**src/rtl/apb_pkg.sv**
```systemverilog
// Shared APB definitions for the memory completer: bus widths, FSM state type
// and the address range helper.
package apb_pkg;

  localparam int APB_ADDR_W = 5;
  localparam int APB_DATA_W = 32;

  typedef enum logic [0:0] {
    S_IDLE   = 1'b0,
    S_ACCESS = 1'b1
  } apb_state_e;

  function automatic logic addr_in_range(input logic [APB_ADDR_W-1:0] addr,
                                         input int unsigned depth);
    logic [APB_ADDR_W:0] lim;
    lim = depth[APB_ADDR_W:0];
    return ({1'b0, addr} < lim);
  endfunction

endpackage

```
**src/rtl/apb_slave_mem_if.sv**
```systemverilog
// APB completer-side bus bundle; the bridge drives the master modport and
// the memory completer uses the slave modport.
interface apb_slave_mem_if;
  import apb_pkg::*;

  logic                  psel;
  logic                  penable;
  logic                  pwrite;
  logic [APB_ADDR_W-1:0] paddr;
  logic [APB_DATA_W-1:0] pwdata;
  logic                  pready;
  logic [APB_DATA_W-1:0] prdata;
  logic                  pslverr;

  modport master (
    output psel, penable, pwrite, paddr, pwdata,
    input  pready, prdata, pslverr
  );

  modport slave (
    input  psel, penable, pwrite, paddr, pwdata,
    output pready, prdata, pslverr
  );

endinterface

```
**src/rtl/apb_slv_regfile.sv**
```systemverilog
// DEPTH x 32 flop array with asynchronous clear, one write port and one
// combinational read port; addresses >= DEPTH read as 0 and never write.
module apb_slv_regfile
  import apb_pkg::*;
#(
  parameter int DEPTH = 24
) (
  input  logic                  pclk,
  input  logic                  Reset_n,
  input  logic                  wr_en,
  input  logic [APB_ADDR_W-1:0] wr_addr,
  input  logic [APB_DATA_W-1:0] wr_data,
  input  logic [APB_ADDR_W-1:0] rd_addr,
  output logic [APB_DATA_W-1:0] rd_data
);

  logic [APB_DATA_W-1:0] mem_r [DEPTH];

  // Storage array: cleared on reset, one word written per enabled cycle
  always_ff @(posedge pclk or negedge Reset_n) begin
    if (!Reset_n) begin
      for (int i = 0; i < DEPTH; i++) begin
        mem_r[i] <= {APB_DATA_W{1'b0}};
      end
    end else begin
      for (int i = 0; i < DEPTH; i++) begin
        if (wr_en && (wr_addr == APB_ADDR_W'(i))) begin
          mem_r[i] <= wr_data;
        end
      end
    end
  end

  // Read mux; the decode only covers implemented words, so others give 0
  always_comb begin
    rd_data = {APB_DATA_W{1'b0}};
    for (int i = 0; i < DEPTH; i++) begin
      if (rd_addr == APB_ADDR_W'(i)) begin
        rd_data = mem_r[i];
      end else begin
        rd_data = rd_data;
      end
    end
  end

endmodule

```
**src/rtl/apb_slave_mem.sv**
```systemverilog
// APB completer with a small register memory and programmable wait states.
// Optional APB_SLAVE_MEM_PSLVERR_EN flags out-of-range accesses on pslverr.
module apb_slave_mem
  import apb_pkg::*;
#(
  parameter int DEPTH       = 24,
  parameter int WAIT_CYCLES = 0
) (
  input  logic            pclk,
  input  logic            Reset_n,
  apb_slave_mem_if.slave  bus
);

  apb_state_e            state_r;
  logic [3:0]            cnt_r;
  logic [APB_ADDR_W-1:0] addr_r;
  logic                  write_r;
  logic [APB_DATA_W-1:0] wdata_r;
  logic [APB_DATA_W-1:0] prdata_r;
  logic [APB_DATA_W-1:0] rd_data_s;
  logic                  pready_s;
  logic                  in_range_s;
  logic                  wr_en_s;
  logic                  pslverr_s;

  assign pready_s   = (state_r == S_ACCESS) && bus.psel && bus.penable &&
                      (cnt_r == 4'd0);
  assign in_range_s = addr_in_range(addr_r, DEPTH);
  assign wr_en_s    = pready_s && write_r && in_range_s;

`ifdef APB_SLAVE_MEM_PSLVERR_EN
  assign pslverr_s = pready_s && !in_range_s;
`else
  assign pslverr_s = 1'b0;
`endif

  // Memory is read at setup from the live address, so a write completing
  // in the previous cycle is always visible to the next read.
  apb_slv_regfile #(
    .DEPTH (DEPTH)
  ) u_regfile (
    .pclk    (pclk),
    .Reset_n (Reset_n),
    .wr_en   (wr_en_s),
    .wr_addr (addr_r),
    .wr_data (wdata_r),
    .rd_addr (bus.paddr),
    .rd_data (rd_data_s)
  );

  // Transfer FSM: setup latching, wait-state countdown, completion or abort
  always_ff @(posedge pclk or negedge Reset_n) begin
    if (!Reset_n) begin
      state_r  <= S_IDLE;
      cnt_r    <= 4'd0;
      addr_r   <= {APB_ADDR_W{1'b0}};
      write_r  <= 1'b0;
      wdata_r  <= {APB_DATA_W{1'b0}};
      prdata_r <= {APB_DATA_W{1'b0}};
    end else begin
      case (state_r)
        S_IDLE: begin
          if (bus.psel && !bus.penable) begin
            addr_r   <= bus.paddr;
            write_r  <= bus.pwrite;
            wdata_r  <= bus.pwdata;
            prdata_r <= rd_data_s;
            cnt_r    <= 4'(WAIT_CYCLES);
            state_r  <= S_ACCESS;
          end
        end
        S_ACCESS: begin
          if (!bus.psel) begin
            state_r <= S_IDLE;
          end else if (bus.penable) begin
            if (cnt_r != 4'd0) begin
              cnt_r <= cnt_r - 4'd1;
            end else begin
              state_r <= S_IDLE;
            end
          end
        end
        default: begin
          state_r <= S_IDLE;
        end
      endcase
    end
  end

  assign bus.pready  = pready_s;
  assign bus.prdata  = prdata_r;
  assign bus.pslverr = pslverr_s;

endmodule

```
**src/flat_wrapper.sv**
```systemverilog
// flat-port wrapper written by rule: the top's interface ports become plain ports
module apb_slave_mem_flat import apb_pkg::*;
#(
  parameter int DEPTH       = 24,
  parameter int WAIT_CYCLES = 0
)
  (pclk, Reset_n, bus_psel, bus_penable, bus_pwrite, bus_paddr, bus_pwdata, bus_pready, bus_prdata, bus_pslverr);
  apb_slave_mem_if bus_i ();
  input  logic pclk;
  input  logic Reset_n;
  input wire logic [$bits(bus_i.psel)-1:0] bus_psel;
  input wire logic [$bits(bus_i.penable)-1:0] bus_penable;
  input wire logic [$bits(bus_i.pwrite)-1:0] bus_pwrite;
  input wire logic [$bits(bus_i.paddr)-1:0] bus_paddr;
  input wire logic [$bits(bus_i.pwdata)-1:0] bus_pwdata;
  output wire logic [$bits(bus_i.pready)-1:0] bus_pready;
  output wire logic [$bits(bus_i.prdata)-1:0] bus_prdata;
  output wire logic [$bits(bus_i.pslverr)-1:0] bus_pslverr;
  assign bus_i.psel = bus_psel;
  assign bus_i.penable = bus_penable;
  assign bus_i.pwrite = bus_pwrite;
  assign bus_i.paddr = bus_paddr;
  assign bus_i.pwdata = bus_pwdata;
  assign bus_pready = bus_i.pready;
  assign bus_prdata = bus_i.prdata;
  assign bus_pslverr = bus_i.pslverr;
  apb_slave_mem #(.DEPTH(DEPTH), .WAIT_CYCLES(WAIT_CYCLES)) u_core (.pclk(pclk), .Reset_n(Reset_n), .bus(bus_i));
endmodule
```
**config.mk**
```make
export PLATFORM = sky130hd
export DESIGN_NAME = apb_slave_mem_flat
export DESIGN_NICKNAME = d
export VERILOG_FILES = /design/src/rtl/apb_pkg.sv /design/src/rtl/apb_slave_mem_if.sv /design/src/rtl/apb_slv_regfile.sv /design/src/rtl/apb_slave_mem.sv /design/src/flat_wrapper.sv
export SDC_FILE = /design/constraint.sdc
export NUM_CORES = 1
export LEC_CHECK = 0
export BUFFER_PORTS_ARGS = -buffer_cell sky130_fd_sc_hd__buf_2
export CAP_MARGIN = 20
export CORE_MARGIN = 2
export CORE_UTILIZATION = 50
export DETAILED_ROUTE_END_ITERATION = 8
export GPL_ROUTABILITY_DRIVEN = 0
export PLACE_DENSITY = 0.66
export SYNTH_ARGS = -nofsm -noshare
export SYNTH_HDL_FRONTEND = slang
export SYNTH_HIERARCHICAL = 1
export SYNTH_SLANG_ARGS = --single-unit
```
**constraint.sdc**
```tcl
create_clock -name pclk -period 7.7 [get_ports pclk]
set_clock_uncertainty 0.05 [all_clocks]
set_input_delay 0.77 -clock pclk [delete_from_list [all_inputs] [get_ports pclk]]
set_output_delay 0.77 -clock pclk [all_outputs]
set_load 0.01 [all_outputs]
```
==> results of run 1 <==
==> logic make-up (layout without fill, tap and decap cells) <==
kind of cell | count (synthesis) | count (layout) | share of synthesized area [%]
AOI/OAI and AO/OA | 504 | 504 | 8.40
and+or+nand+nor | 541 | 541 | 6.27
buffers and inverters | 286 | 317 | 3.54
muxes | 912 | 912 | 27.5
adders and majority gates | 1 | 1 | 0.0321
DFF | 843 | 843 | 54.2
other | 1 | 1 | 0.00963
==> synth_stat cells (5+ instances only) <==
library cell / count / share of area, %
and3_1: 6 / 0.096
a221oi_1: 13 / 0.29
a211oi_1: 15 / 0.29
buf_6: 14 / 0.41
o21ai_0: 102 / 1.3
a2111oi_0: 5 / 0.11
nor2b_1: 18 / 0.29
o22ai_1: 65 / 1.0
o31ai_1: 9 / 0.17
mux2_1: 8 / 0.23
buf_2: 99 / 1.3
o31a_1: 5 / 0.11
a211o_1: 10 / 0.23
nand3_1: 30 / 0.39
buf_1: 41 / 0.40
a31oi_1: 15 / 0.24
nand2_1: 323 / 3.1
o21ai_1: 7 / 0.090
nor2_1: 85 / 0.82
dfrtp_1: 843 / 54
mux2_2: 775 / 22
buf_4: 20 / 0.39
o21a_1: 5 / 0.096
a22oi_1: 53 / 1.0
o2bb2ai_1: 5 / 0.11
clkbuf_1: 104 / 1.0
mux4_2: 49 / 2.8
nand2b_1: 9 / 0.14
o221ai_1: 8 / 0.18
a21o_1: 6 / 0.12
a221o_1: 5 / 0.13
inv_1: 8 / 0.077
a32o_1: 13 / 0.33
a21oi_1: 118 / 1.5
nor3_1: 23 / 0.30
mux2i_1: 80 / 2.1
o211ai_1: 12 / 0.23
a2bb2oi_1: 6 / 0.14
==> routing by layer <==
metal	track usage (%)	part of all wire, %
met1	41.3	40
met2	47.5	46
met3	5.64	8.7
met4	14.9	5.3
met5	0	0.015
==> registers in the layout, summed over array words and instances (netlist names) <==
| signal | flops |
|---|---|
| u_core/write_r | 1 |
| u_core/cnt_r | 4 |
| u_core/wdata_r | 32 |
| u_core/u_regfile/mem_r | 768 |
| u_core/addr_r | 5 |
| u_core/bus.prdata | 32 |
| u_core/state_r | 1 |
==> cell type report <==
cell class                 count  area, um^2  area share, %
multi-input combinational   1959       16600           38.5
clock inverter                20         297          0.689
tap                         1040        1300           3.02
clock buffer                 140        2650           6.16
inverter                       8        30.0         0.0698
timing repair buffer         149        1080           2.51
sequential                   843       21100           49.0
==> where the power goes <==
group	total, mW	internal, mW	switching, mW
Sequential	5.10	4.67	0.428
Combinational	0.899	0.366	0.534
Clock	4.36	2.59	1.77
Total	10.4	7.63	2.73
==> metrics by stage <==
stage | cells | cell area, um^2 | power (mW) | setup slack (ns) | util (%)
after floorplan | 3088 | 38900 | 5.56 | 4.78 | -
after global routing | 4159 | 43000 | 10.7 | 3.40 | 55.7
after global placement | 3995 | 40000 | 5.99 | 3.29 | 51.8
after detailed placement | 3995 | 40000 | 6.05 | 3.27 | 51.8
after CTS | 4155 | 42900 | 10.4 | 3.66 | 55.6
final | 4159 | 43000 | 10.4 | 3.57 | 55.7
==> path summary, 6_finish.rpt <==
| kind | cells after the start | slack, ns | start | to |
|---|---|---|---|---|
| worst max-delay path | 10 | 3.57 | u_core/cnt_r[0] | u_core/u_regfile/mem_r[757] |
| worst max register to register | 10 | 3.57 | u_core/cnt_r[0] | u_core/u_regfile/mem_r[757] |
| worst min-delay path | 1 | 0.15 | Reset_n | u_core/u_regfile/mem_r[252] |
| worst min register to register | 2 | 0.42 | u_core/bus.prdata[18] | u_core/bus.prdata[18] |
| min in group pclk | 3 | 0.26 | bus_pwdata[11] | u_core/wdata_r[11] |
| max in group asynchronous | 2 | 5.87 | Reset_n | u_core/u_regfile/mem_r[16] |
==> flow_summary.toml, run 1 <==
[pwr]
powerDensity_nw_per_um2 = 241
ir_worst_vdd_uv = 194
leakage_nw = 21.2

[routing]
wl_per_cell_um = 29.6
drt_first_pass_iters = 6
first_iter_violations = 2823
antenna_left = 0
wirelength_mm = 123
vias = 27288
viasPerCell = 6.56
drc = 0

[placement]
io_buffers = 74
hpwlAfterDp_mm = 73.3

[run]
cap_violations = 0

[global_routing]
grt_first_pass_wirelength_mm = 184
grt_max_degree = 185
grt_overflow = 0
grt.total_usage_pct = 30.5
antenna_found_initial = 3
grt_pass1_vias = 27645

[sta]
rsz0062_at_grt = "false"
clock.fmax_ghz = 0.242
fin_crit_sh_pct = 53.6
tightest_slew_ns = 1.21
whs_ns = 0.147
slew_headroom_pct = 19.5
post-route-min-period_ns = 4.13
slew_violations = 0
finalSetupTns_ns = 0
finalHoldViolations = 0
setup_viol = 0

[clocking]
clockBufferDepth = 3
ctsResizeCount = 0
root_buffer = "clkbuf_16"
cts_made_buffers = 87
post_cts_buffers = 0
cts_hold_buf = 0
cts.htree.levels = 3
cts_tree = "done"
clk_latency_ns = 0.65
clk_pin_slew_worst_paths_ns = 0.06
cts_num_sinks = 843

[critical_path]
cp_slowest_cell = "nor2b_1"
crit_path_end_kind = "flop"
critPathKind = "flop to flop"
cp-start-kind = "flop"
critPathMaxStageDelay_ns = 0.53
arrival_ns = 4.60
critPathTopFamily = "simple AND/OR/NAND/NOR gates"
crit_fanout = 22
required_ns = 8.17
crit_chain = "inv_1 -> ha_1 -> nor3b_2 -> nor2b_1 -> and3_1 -> nand2b_1 -> nor3_1 -> nand2_2 -> buf_4 -> mux2_2"
crit_buf_inv = 2

[finish]
num-fill-cells = 6252
layout-drive-gt1-share_pct = 36.9
fin_nets = 3091
final_common_cell = "dfrtp_1"
layout_common_cells = "843 x dfrtp_1, 775 x mux2_2, 313 x nand2_1"
num_antenna_cells = 0
area_growth_pct = 10.6

[synth]
avgSynthCellArea_um2 = 12.6
synth_area_um2 = 38900
synthesis.nets = 3131
async_reset_ff_share_pct = 100
ys_ff_latch = 843
synth.distinct_cells = 78
yosysSeqAreaShare_pct = 54.2
yosysWarnings = 6
syn_inst = 3088
synth_edf_count = 0
synthFlopType = "dfrtp_1"

[floorplanning]
start_util_pct = 50.4
die_w_um = 283
dieArea_um2 = 80100
core_area_um2 = 77200
num_rows = 102
ios = 76
chipHeight_um = 283

[outcome]
status = "finished, final reports clean"

[min_path]
hp-class = "primary input to asynchronous set/reset pin"
(Power assumes the default switching activity.)
==> run 2: changes to the inputs <==
Settings changed: ABC_AREA from default to 1.
Clock period 7.7 ns to 4 ns, I/O delays scaled along.
==> run 2 against run 1 <==
  * Sequential share of layout area is 2.0 points higher
  * Global-route usage is 2.4 points lower
  * Die area is 5.6% lower
  * Combinational power rose by 110%
  * Non-clock buffer count rose by 41
  * Utilization is 1.0 points higher
  * Sequential power is 82% higher
  * Worst setup slack lost 3.0 ns
  * Register-to-register slack got worse by 2.3 ns
  * Critical path depth increased by 12
  * Via count rose by 9.0%
  * Worst hold slack got worse by 0.12 ns
  * Critical path type is now primary input to flop
==> flow_summary.toml, run 2 <==
[clocking]
clk_pin_slew_worst_paths_ns = 0.05
cts.htree.levels = 3
ctsResizeCount = 0
root_buffer = "clkbuf_16"
clk_latency_ns = 0.65
cts_made_buffers = 90
cts_num_sinks = 843
cts_tree = "done"
clockBufferDepth = 3

[floorplanning]
ios = 76
core_area_um2 = 72800
die_w_um = 275
num_rows = 99
dieArea_um2 = 75600
start_util_pct = 50.4
chipHeight_um = 275

[sta]
tightest_slew_ns = 1.12
slew_headroom_pct = 25.1
fin_crit_sh_pct = 85.2
slew_violations = 0
clock.fmax_ghz = 0.293
finalHoldViolations = 0
setup_viol = 0
post-route-min-period_ns = 3.41
fin_ws_ns = 0.591
rsz0062_at_grt = "false"
finalSetupTns_ns = 0

[global_routing]
antenna_found_initial = 0
grt.total_usage_pct = 28.1
grt_pass1_vias = 28286
grt_overflow = 0
grt_max_degree = 95
grt_first_pass_wirelength_mm = 164

[synth]
avgSynthCellArea_um2 = 8.19
async_reset_ff_share_pct = 100
synthesis.nets = 4528
yosysSeqAreaShare_pct = 57.4
syn_inst = 4485
synth_edf_count = 0
synthFlopType = "dfrtp_1"
synth_commonest_cells = "1569 x nand2_1, 843 x dfrtp_1, 792 x o21ai_0"
post-synth-top-area-cell = "dfrtp_1"
yosysTopAreaCellShare_pct = 57.4
yosys-top-cells-area = "dfrtp_1 57%, nand2_1 16%, o21ai_0 11%, inv_1 3.1%, nand4_1 2.8%"
yosysWarnings = 6
ys_ff_latch = 843
synth_area_um2 = 36700
synth.distinct_cells = 28
yosysMostFrequentCell = "nand2_1"

[finish]
num_antenna_cells = 0
layout-drive-gt1-share_pct = 8.89
area_growth_pct = 12.6
top_register = "u_core/u_regfile/mem_r"
largest_register_ffs = 768
final_common_cell = "nand2_1"
fin_nets = 4508
layout_common_cells = "1549 x nand2_1, 843 x dfrtp_1, 792 x o21ai_0"
utilization_pct = 56.8
fin_cells = 5494

[pwr]
leakage_nw = 18.9
powerDensity_nw_per_um2 = 477
ir_worst_vdd_uv = 446
swShare_pct = 26.6
sequentialPowerShare_pct = 47.0
switchingPower_mw = 5.25
p_comb_share_pct = 9.8
p_int_mw = 14.5
clock_power_share_pct = 43.2

[routing]
wl_met1_mm = 47.3
vias = 29749
wl_met3_mm = 7.28
drt_first_pass_iters = 6
wirelength_mm = 104
antenna_left = 0
drc = 0
wl_met2_mm = 46.7
dr.max_layer_used = "met4"
wl_per_cell_um = 19.0
viasPerCell = 5.41
first_iter_violations = 2963

[outcome]
status = "finished, final reports clean"

[placement]
hpwlAfterDp_mm = 62.8
dp_cells = 5298
io_buffers = 74
place_worst_setup_slack_ns = 0.532

[critical_path]
critPathMaxStageDelay_ns = 0.53
cp_slowest_cell = "dlygate4sd3_1"
cp-start-kind = "primary input"
crit_path_end_kind = "flop"
required_ns = 4.50
crit_chain = "dlygate4sd3_1 -> buf_2 -> nor2_4 -> buf_16 -> nand2_1 -> buf_4 -> inv_2 -> buf_4 -> nand2_1 -> nand4_1 -> nand2_1 -> nand4_1 -> nor2_1 -> nand4_1 -> nor2_1 -> nand4_1 -> nor2_1 -> nand4_1 -> nand2_1 -> nand2_1 -> inv_1 -> o21ai_1"
rrSetupSlack_ns = 1.29
critPathKind = "primary input to flop"
arrival_ns = 3.91
crit_fanout = 27

[run]
cap_violations = 0

[min_path]
hp-class = "primary input to flop"
==> run 2: logic make-up (layout without fill, tap and decap cells) <==
logic type	Yosys count	after routing	synth area share (%)
fa+ha+maj	1	1	0.0341
other cells	1	1	0.0102
compound gates	883	883	12.0
buf+inv	618	668	6.54
simple gates	2139	2139	23.9
flops	843	843	57.4
==> run 2: final timing paths <==
path / end / cells after the start / start
worst min register to register: u_core/cnt_r[0] / 1 / u_core/cnt_r[0]
max in group asynchronous: u_core/u_regfile/mem_r[242] / 3 / Reset_n
worst max register to register: u_core/u_regfile/mem_r[347] / 10 / u_core/cnt_r[0]
worst max-delay path: u_core/bus.prdata[15] / 22 / bus_paddr[2]
worst min-delay path: u_core/state_r / 3 / bus_psel
min in group asynchronous: u_core/u_regfile/mem_r[543] / 2 / Reset_n
==> run 2: timing repair <==
item	CTS	global route
endpoints found under the hold margin	104	0
buffers inserted	0	0
hold buffers	33	0
==> run 2: area by class of cell <==
type / instances / area (um^2)
Fill cell: 6665 / 31500
Clock buffer: 133 / 2680
Tap cell: 959 / 1200
Multi-Input combinational cell: 3024 / 13300
Timing Repair Buffer: 190 / 1500
Inverter: 316 / 1190
Clock inverter: 29 / 363
Sequential cell: 843 / 21100
==> run 2: routing by layer <==
| layer | track usage, % | vias to the layer above |
|---|---|---|
| met3 | 4.49 | 169 |
| met5 | 0 | - |
| met2 | 43.5 | 985 |
| met4 | 8.62 | 0 |
| met1 | 40.9 | 14323 |
| li1 | - | 14272 |
==> run 2: worst max-delay path: cells and delay by family <==
kind	cells	cell delay, ns
buf+inv	7	1.82
simple gates	14	1.54
compound gates	1	0.11
==> run 2: power groups by stage <==
| stage | sequential (mW) | combinational [mW] | clock [mW] |
|---|---|---|---|
| floorplan | 9.33 | 1.02 | 0 |
| global placement | 9.40 | 1.88 | 0 |
| detailed placement | 9.41 | 1.90 | 0 |
| CTS | 9.27 | 1.93 | 8.67 |
| global route | 9.33 | 2.16 | 9.02 |
| finish | 9.28 | 1.93 | 8.51 |
==> run 2: metrics by stage <==
stage | hold slack [ns] | instance area [um^2] | power [mW]
floorplan | 0.0544 | 36700 | 10.4
global placement | 0.408 | 37900 | 11.3
detailed placement | 0.415 | 38000 | 11.3
CTS | 0.00619 | 41300 | 19.9
global route | 0.0381 | 41400 | 20.5
finish | 0.0314 | 41400 | 19.7
